$ cat src/rtl/mem_access_unit_pkg.sv
// mem_access_unit shared types
// op/state encodings, exception codes, helpers
package mem_access_unit_pkg;

  typedef enum logic [3:0] {
    MEM_NONE = 4'd0,
    MEM_LB   = 4'd1,
    MEM_LBU  = 4'd2,
    MEM_LH   = 4'd3,
    MEM_LHU  = 4'd4,
    MEM_LW   = 4'd5,
    MEM_SB   = 4'd6,
    MEM_SH   = 4'd7,
    MEM_SW   = 4'd8
  } mem_op_e;

  typedef enum logic [1:0] {
    S_IDLE   = 2'd0,
    S_REQ    = 2'd1,
    S_WAIT   = 2'd2,
    S_CANCEL = 2'd3
  } mau_state_e;

  localparam logic [7:0] EXC_ADEL = 8'h04;
  localparam logic [7:0] EXC_ADES = 8'h05;

  localparam logic [1:0] SZ_BYTE = 2'd0;
  localparam logic [1:0] SZ_HALF = 2'd1;
  localparam logic [1:0] SZ_WORD = 2'd2;

  function automatic logic is_store(
    input logic [3:0] op
  );
    return (op == MEM_SB) ||
           (op == MEM_SH) ||
           (op == MEM_SW);
  endfunction

  function automatic logic [1:0] op_size(
    input logic [3:0] op
  );
    logic [1:0] s;
    s = SZ_BYTE;
    if ((op == MEM_LH) || (op == MEM_LHU) ||
        (op == MEM_SH))
      s = SZ_HALF;
    if ((op == MEM_LW) || (op == MEM_SW))
      s = SZ_WORD;
    return s;
  endfunction

endpackage

$ cat src/rtl/mem_access_unit_load_align.sv
// Load data lane select and extension
// non-load ops yield zero
module load_align
  import mem_access_unit_pkg::*;
(
  input  logic [3:0]  op_i,
  input  logic [1:0]  a_i,
  input  logic [31:0] rdata_i,
  output logic [31:0] res_o
);

  logic [7:0]  byte_w;
  logic [15:0] half_w;

  assign byte_w = rdata_i[{a_i, 3'b000} +: 8];
  assign half_w = a_i[1] ? rdata_i[31:16]
                         : rdata_i[15:0];

  // extend the selected lane by op
  always_comb begin
    res_o = '0;
    unique case (1'b1)
      (op_i == MEM_LB):
        res_o = {{24{byte_w[7]}}, byte_w};
      (op_i == MEM_LBU):
        res_o = {24'h0, byte_w};
      (op_i == MEM_LH):
        res_o = {{16{half_w[15]}}, half_w};
      (op_i == MEM_LHU):
        res_o = {16'h0, half_w};
      (op_i == MEM_LW):
        res_o = rdata_i;
      default:
        res_o = '0;
    endcase
  end

endmodule

$ cat src/rtl/mem_access_unit.sv
// Memory-access stage: one bus op per instr
// faulting instrs bypass the bus entirely
module mem_access_unit
  import mem_access_unit_pkg::*;
(
  input  logic        clk,
  input  logic        resetn,
  input  logic        flush,
  input  logic        in_valid,
  output logic        in_ready,
  input  logic [3:0]  in_op,
  input  logic [31:0] in_addr,
  input  logic [31:0] in_wdata,
  input  logic        in_exc,
  input  logic [7:0]  in_exccode,
  output logic        data_req,
  output logic        data_wr,
  output logic [1:0]  data_size,
  output logic [31:0] data_addr,
  output logic [31:0] data_wdata,
  output logic [3:0]  data_wstrb,
  input  logic        data_addr_ok,
  input  logic [31:0] data_rdata,
  input  logic        data_data_ok,
  output logic        out_valid,
  input  logic        out_ready,
  output logic [31:0] out_rdata,
  output logic        out_exc,
  output logic [7:0]  out_exccode,
  output logic [31:0] out_badvaddr
);

  mau_state_e  state_q, state_d;
  logic [3:0]  op_q;
  logic [31:0] addr_q;
  logic [31:0] wdata_q;
  logic        exc_q;
  logic [7:0]  code_q;

  logic        ov_q, ov_d;
  logic [31:0] ord_q, ord_d;
  logic        oexc_q, oexc_d;
  logic [7:0]  ocode_q, ocode_d;
  logic [31:0] obad_q, obad_d;

  logic        accept;
  logic        bypass;
  logic        in_req;
  logic        wait_done;
  logic [31:0] ld_res;

  assign in_ready = (state_q == S_IDLE) &&
                    (!ov_q || out_ready) &&
                    !flush;
  assign accept = in_valid && in_ready;
  assign bypass = in_exc ||
                  (in_op == MEM_NONE);
  assign in_req = (state_q == S_REQ);
  assign wait_done = (state_q == S_WAIT) &&
                     data_data_ok;

  load_align u_align (
    .op_i    (op_q),
    .a_i     (addr_q[1:0]),
    .rdata_i (data_rdata),
    .res_o   (ld_res)
  );

  // bus request fields, held from latches
  always_comb begin
    data_req   = in_req;
    data_wr    = 1'b0;
    data_size  = SZ_BYTE;
    data_addr  = '0;
    data_wdata = '0;
    data_wstrb = '0;
    if (in_req) begin
      data_wr   = is_store(op_q);
      data_size = op_size(op_q);
      data_addr = addr_q;
      unique case (1'b1)
        (op_q == MEM_SB): begin
          data_wdata = {4{wdata_q[7:0]}};
          data_wstrb = 4'b0001 << addr_q[1:0];
        end
        (op_q == MEM_SH): begin
          data_wdata = {2{wdata_q[15:0]}};
          data_wstrb = 4'b0011 <<
                       {addr_q[1], 1'b0};
        end
        (op_q == MEM_SW): begin
          data_wdata = wdata_q;
          data_wstrb = 4'b1111;
        end
        default: ;
      endcase
    end
  end

  // next state; flush abandons or drains
  always_comb begin
    state_d = state_q;
    unique case (state_q)
      S_IDLE:
        if (accept && !bypass)
          state_d = S_REQ;
      S_REQ:
        if (data_addr_ok)
          state_d = flush ? S_CANCEL : S_WAIT;
        else if (flush)
          state_d = S_IDLE;
      S_WAIT:
        if (data_data_ok)
          state_d = S_IDLE;
        else if (flush)
          state_d = S_CANCEL;
      S_CANCEL:
        if (data_data_ok)
          state_d = S_IDLE;
      default:
        state_d = S_IDLE;
    endcase
  end

  // result register; flush beats capture
  always_comb begin
    ov_d    = ov_q;
    ord_d   = ord_q;
    oexc_d  = oexc_q;
    ocode_d = ocode_q;
    obad_d  = obad_q;
    if (flush) begin
      ov_d = 1'b0;
    end else if (accept && bypass) begin
      ov_d    = 1'b1;
      ord_d   = '0;
      oexc_d  = in_exc;
      ocode_d = in_exccode;
      obad_d  = in_addr;
    end else if (wait_done) begin
      ov_d    = 1'b1;
      ord_d   = ld_res;
      oexc_d  = exc_q;
      ocode_d = code_q;
      obad_d  = addr_q;
    end else if (ov_q && out_ready) begin
      ov_d = 1'b0;
    end
  end

  // state, latched instr, result regs
  always_ff @(posedge clk or negedge resetn) begin
    if (!resetn) begin
      state_q <= S_IDLE;
      op_q    <= '0;
      addr_q  <= '0;
      wdata_q <= '0;
      exc_q   <= 1'b0;
      code_q  <= '0;
      ov_q    <= 1'b0;
      ord_q   <= '0;
      oexc_q  <= 1'b0;
      ocode_q <= '0;
      obad_q  <= '0;
    end else begin
      state_q <= state_d;
      if (accept) begin
        op_q    <= in_op;
        addr_q  <= in_addr;
        wdata_q <= in_wdata;
        exc_q   <= in_exc;
        code_q  <= in_exccode;
      end
      ov_q    <= ov_d;
      ord_q   <= ord_d;
      oexc_q  <= oexc_d;
      ocode_q <= ocode_d;
      obad_q  <= obad_d;
    end
  end

  assign out_valid    = ov_q;
  assign out_rdata    = ord_q;
  assign out_exc      = oexc_q;
  assign out_exccode  = ocode_q;
  assign out_badvaddr = obad_q;

endmodule

$ cat config.mk
export PLATFORM = sky130hd
export DESIGN_NAME = mem_access_unit
export DESIGN_NICKNAME = d
export VERILOG_FILES = /design/src/rtl/mem_access_unit_pkg.sv /design/src/rtl/mem_access_unit_load_align.sv /design/src/rtl/mem_access_unit.sv
export SDC_FILE = /design/constraint.sdc
export NUM_CORES = 1
export LEC_CHECK = 0
export CAP_MARGIN = 5
export CORE_MARGIN = 2
export CORE_UTILIZATION = 29
export CTS_CLUSTER_SIZE = 28
export DETAILED_ROUTE_END_ITERATION = 10
export SETUP_SLACK_MARGIN = 0.15
export SLEW_MARGIN = 30
export SYNTH_ARGS = -nofsm -noshare
export SYNTH_HDL_FRONTEND = slang
export SYNTH_SLANG_ARGS = --single-unit
$ cat constraint.sdc
create_clock -name clk -period 2.2 [get_ports clk]
set_input_delay 0.66 -clock clk [delete_from_list [all_inputs] [get_ports clk]]
set_output_delay 0.66 -clock clk [all_outputs]
set_load 0.03 [all_outputs]
* Word level (Yosys, flattened, before mapping)
Index checks and enable logic that the tools add are counted.
Storage, ports and cells: register bits after elaboration 153, input bits 116, output and inout port bits 147, logic and storage cells 84
Cells by class: eq/ne operators 15, shift operators 3, muxes and demuxes 31, bitwise operators 1, reduce and logical (&&, ||, !) cells 23
Operators with widths (number):
- two-way mux 32 bit | 6
- case mux 32 bit (5 select lines) | 1
- case mux 32 bit (3 select lines) | 1
- indexed part select 32 x 6 -> 8 bit | 1
- equality test 4 x 3 -> 1 bit, second input constant | 4
- two-way mux 16 bit | 1
- two-way mux 2 bit | 8
- two-way mux 8 bit | 2
- case mux 4 bit (3 select lines) | 1
- two-way mux 1 bit | 9
- equality test 4 x 2 -> 1 bit, second input constant | 2
- case mux 2 bit (4 select lines) | 1
- logical AND 1 bit | 7
- logical OR 1 bit | 7
- equality test 2 bit, second input constant | 2
- equality test 4 x 1 -> 1 bit, second input constant | 1
- equality test 4 bit, second input constant | 1
- zero test 4 bit | 1
- two-way mux 4 bit | 1
- AND reduction 4 bit | 1
- nonzero test 4 bit | 1
- << shifter 1 x 2 -> 4 bit, first input constant | 1
- << shifter 2 x 2 -> 4 bit, first input constant | 1
- zero test 1 bit | 3
- 9 further kinds | 9

* Depth between registers and ports, before layout
Gate-level depths: netlist of the first run.
depth after elaboration 8, gate-level depth with buffers 7, gate-level depth less buffers 5

* By module
Synthesis of the first run repeated with hierarchy kept, for this count alone.
Second synthesis, totals: cell total of the unflattened synthesis 801, area, all modules 7793.7 sq um
By module, submodules not included:
- mem_access_unit | times used 1, cells an instance 686, area an instance 7028.0 sq um, seq. area each 3828.7 sq um
- load_align | times used 1, cells an instance 115, area an instance 765.7 sq um, seq. area each 0.0 sq um

* Worst setup path before layout of the first run
No wires, ideal clock.
path kind reg2out, start point register op_q[1], end point output port data_wdata[14], arrival 2009 ps, data required time 1540 ps, path slack -469 ps, cell stages (with the launch flop) 7, path buffers 2, cell sequence dfrtp_1 > buf_2 > or4b_1 > nand2_2 > nand2_2 > buf_2 > a21oi_1
Between the ends: word-level cells in the longest chain between the ends 3, elaborated cells between the ends (all ways) 5, classes of those cells 3 x eq/ne; 2 x mux
Ends and longest elaborated chain:
- from (decl) | line mem_access_unit.sv:34 | logic [3:0] op_q;
- from (signal assigned) | line mem_access_unit.sv:168 | op_q <= in_op;
- equality test 4 bit (tied with other cells) | line mem_access_unit.sv:91 | (op_q == MEM_SW): begin
- case mux 32 bit (3 select lines) * | line mem_access_unit.sv:81 | unique case (1'b1)
- two-way mux 32 bit * | line mem_access_unit.sv:77 | if (in_req) begin
- to (decl) | line mem_access_unit.sv:20 | output logic [31:0] data_wdata,
Every way passes the cells marked *; elsewhere a longest branch is shown, timed or not.

* Final worst setup path of the first run
start point register op_q[1], end point output port data_wdata[6]
Same word-level chain as after synthesis.

==> impl_results.md, run 1 <==
- Outcome: finished with violations
- Failing checks: setup timing
- Synth top area share: 51.3%
- Least-Margin Pin Slew: between 0.4 and 0.5 ns
- R2R setup slack: 0.24 ns
- Gpl congestion: about 0.80
- Post-synthesis cell type count: 52
- Top cell types by occurrence after synthesis: dfrtp_1 (153), mux2_2 (77), mux2i_1 (47), nand3_1 (47), o21ai_0 (43)
- Ys flop type: dfrtp_1
- CTS Buf Count: 17
- Worst-path fanout max: 5
- Switching share of power: around two fifths
- TritonRoute pass-1 iters: 4
- Power, Total: 17.0 mW
- Cells after Synth: 645
- Net Sw Power: about 7 mW
- Clock Power Share: 17.0%
- Grt total ovfl: 0
- Clock skew: around 0.011 ns
- Die Y: between 150 and 200 um
- Crit path time final: 2.71 ns
- Clock Sinks: 153
- Syn nets: 761
- Final setup viols: 66
- WP data required: ~1.5 ns
- All-layer global routing usage: 19.4%
- Pleak: 5.77 nW
- Syn avg cell area: between 10 and 15 um2
- Max cap viols: 0
- Post-synth EDFFs: 0
- Detailed-placement wirelength estimate: around 18 mm
- Power density cells: between 1000 and 1500 nW/um2
- Arrival time worst endpoint: 2.05 ns
- Clk_lat worst skew: 0.42 ns
- Final Hold Vio Count: 0
- Logic pwr share: 54.0%
- Top-level I/O count: 263
- Largest net degree at the start of global routing: 42
- Pint: ~10 mW
- Sequential share of the synthesized area: about half
- CTS tree: done
- Syn Std Cell Area: 7460 um2
- Clock Path Buffers: 2
- Final slew viol count: 0
- Synth area leader: dfrtp_1
- # DRC: 0
- Max Clock Freq: ~370 MHz
- CORE AREA: 25300 um2
- H-tree Lvls: 4
- Vias/cell: 5.02
- First-pass GRT wire length: 40.0 mm
- Number of buffer cells added on primary ports: 262
- Hold Path Class: primary input to async pin
- Critical path launch point type: register
- Synth warn: 0
- Leading post-synthesis cells by cell area: dfrtp_1 (51%), mux2_2 (12%), mux2i_1 (6.3%)
- # nets final: 1094
- Worst VDD drop: 0.576 mV
- Clock transition at the registers of the reported paths: 0.07 ns
- Slew headroom: approximately two thirds
- Worst setup EP type: output pin
- Die area: 27000 um2
- Post-DR wirelength/cell: 19.7 um
- Initial core utilization: 29.5%
- Routed via count: 6625
- Initial DRC Count: 343
- WHS: ~0.11 ns
- #FFs+latches synth: 153
- Clock root cell: clkbuf_16
- DRT Wirelength: about 26 mm
- Ys async rst share: 100%
- Routed Antenna Nets: 0
- Num rows: 58
- Critical path class: register to output pin
- Initial antenna violation count: 2
- Die width: ~160 um
- Count leader, synth: dfrtp_1
- Sequential Power Share: a little under 30%
- # fillers: roughly 2.3k
- Area Growth Syn to Fin: 69.0%
- Worst setup margin: -0.507 ns
- Vias in the first global route: 6910
- Share of cells above drive strength 1: between 40% and 50%
- Final Cycle Share: 123%
- RSZ-0062 raised after global routing: true
-- metrics by stage --
| step | TNS (ns) | util (%) | setup slack [ns] | area, um2 | cells |
|---|---|---|---|---|---|
| after floorplan | -3.79 | - | -0.176 | 7750 | 645 |
| after global placement | -42.78 | 44.0 | -0.442 | 11100 | 1257 |
| after detailed placement | -46.12 | 44.0 | -0.465 | 11100 | 1257 |
| after CTS | -18.59 | 49.4 | -0.508 | 12500 | 1318 |
| after global routing | -23.01 | 49.9 | -0.573 | 12600 | 1321 |
| final | -18.36 | 49.9 | -0.507 | 12600 | 1321 |
-- cells by family after synthesis --
kind of cell / after synthesis / share of synthesized area, %
AOI/OAI and AO/OA: 146 / 14.4
and+or+nand+nor: 153 / 11.8
DFF: 153 / 51.3
xor gates and xnor gates: 2 / 0.235
muxes: 126 / 18.5
buffers and inverters: 65 / 3.72
-- worst max-delay path, stage by stage, from the launching register on --
cell and delay, ns:
dfrtp_1 0.41, or4b_4 0.62, nand2_8 0.16, buf_6 0.13
and3_4 0.18, buf_6 0.13
-- area by class of cell --
type                    count  area (um2)  share of cell area, %
flip-flops and latches    153        3830                   30.4
inverters                  10        45.0                  0.357
multi-input cells         430        3950                   31.3
clock inverters            12         119                  0.943
diodes                      1        2.50                 0.0198
well taps                 330         413                   3.27
repair buffers            366        3810                   30.2
clock buffers              19         443                   3.51
-- power groups by stage --
| stage | combinational [mW] | clock, mW | sequential (mW) |
|---|---|---|---|
| 2_1_floorplan | 3.88 | 0 | 5.60 |
| 3_3_place_gp | 7.82 | 0 | 4.90 |
| 3_5_place_dp | 7.89 | 0 | 4.92 |
| 4_1_cts | 9.02 | 2.95 | 4.89 |
| 5_1_grt | 9.77 | 3.09 | 5.10 |
| 6_report | 9.15 | 2.87 | 4.93 |
-- registers in the layout (all words and copies together), names as in the netlist --
| signal | count |
|---|---|
| exc_q | 1 |
| code_q | 8 |
| out_rdata | 32 |
| out_exccode | 8 |
| state_q | 2 |
| addr_q | 32 |
| wdata_q | 32 |
| op_q | 4 |
| out_valid | 1 |
| out_badvaddr | 32 |
| out_exc | 1 |
-- final timing paths --
path | start | to | depth (start not counted)
setup / recovery | op_q[1] | data_wdata[6] | 5
hold / removal | resetn | out_rdata[9] | 1
setup reg to reg | op_q[1] | out_rdata[0] | 7
hold reg to reg | out_badvaddr[17] | out_badvaddr[17] | 2
max in group asynchronous | resetn | out_badvaddr[0] | 2
min in group clk | out_badvaddr[17] | out_badvaddr[17] | 2
-- routing by layer --
metal  GRT usage (%)  routed length, um  up-vias  part of all wire [%]
met5               0                  0        -                     0
met4            5.69                483        0                   1.9
met3            5.07               1820       32                   7.0
met2            30.4              12100      216                    46
met1            26.3              11600     3294                    45
li1                -                  -     3083                     -
-- layout by cell type (no fill, tap or decap), drive strengths merged, types with 3 or more instances in the layout --
master and n:
a21oi 24, a221o 16, a221oi 8, a22o 8
a22oi 14, and2 35, and3 8, buf 180
clkbuf 19, clkdlybuf4s50 108, clkinv 5, clkinvlp 3
dfrtp 153, dlygate4sd2 78, inv 13, mux2 77
mux2i 47, nand2 26, nand2b 3, nand3 47
nand3b 4, nor2 11, nor2b 3, nor3 4
nor4b 3, o21ai 43, o221ai 6, o2bb2ai 16
-- timing repair --
item                       4_1_cts  5_1_grt
setup buffers                   23        2
gates cloned                     7        0
pin swaps                       53       16
hold buffers                     0        0
setup endpoints to repair      228      110
resized for setup              240       38
(Power assumes the default switching activity.)
==> inputs of run 2 (changes only) <==
--- a/config.mk
+++ b/config.mk
@@ -10,6 +10,7 @@
 export CORE_UTILIZATION = 29
 export CTS_CLUSTER_SIZE = 28
 export DETAILED_ROUTE_END_ITERATION = 10
+export GPL_ROUTABILITY_DRIVEN = 1
 export SETUP_SLACK_MARGIN = 0.15
 export SLEW_MARGIN = 30
 export SYNTH_ARGS = -nofsm -noshare
==> results of run 2 <==
Final layout, timing and power as in run 1 (identical DEF).
==> inputs of run 3 (changes only) <==
--- a/config.mk
+++ b/config.mk
@@ -12,7 +12,6 @@
 export DETAILED_ROUTE_END_ITERATION = 10
 export GPL_ROUTABILITY_DRIVEN = 1
 export SETUP_SLACK_MARGIN = 0.15
-export SLEW_MARGIN = 30
 export SYNTH_ARGS = -nofsm -noshare
 export SYNTH_HDL_FRONTEND = slang
 export SYNTH_SLANG_ARGS = --single-unit
==> results of run 3 <==
Final layout, timing and power as in run 1 (identical DEF).
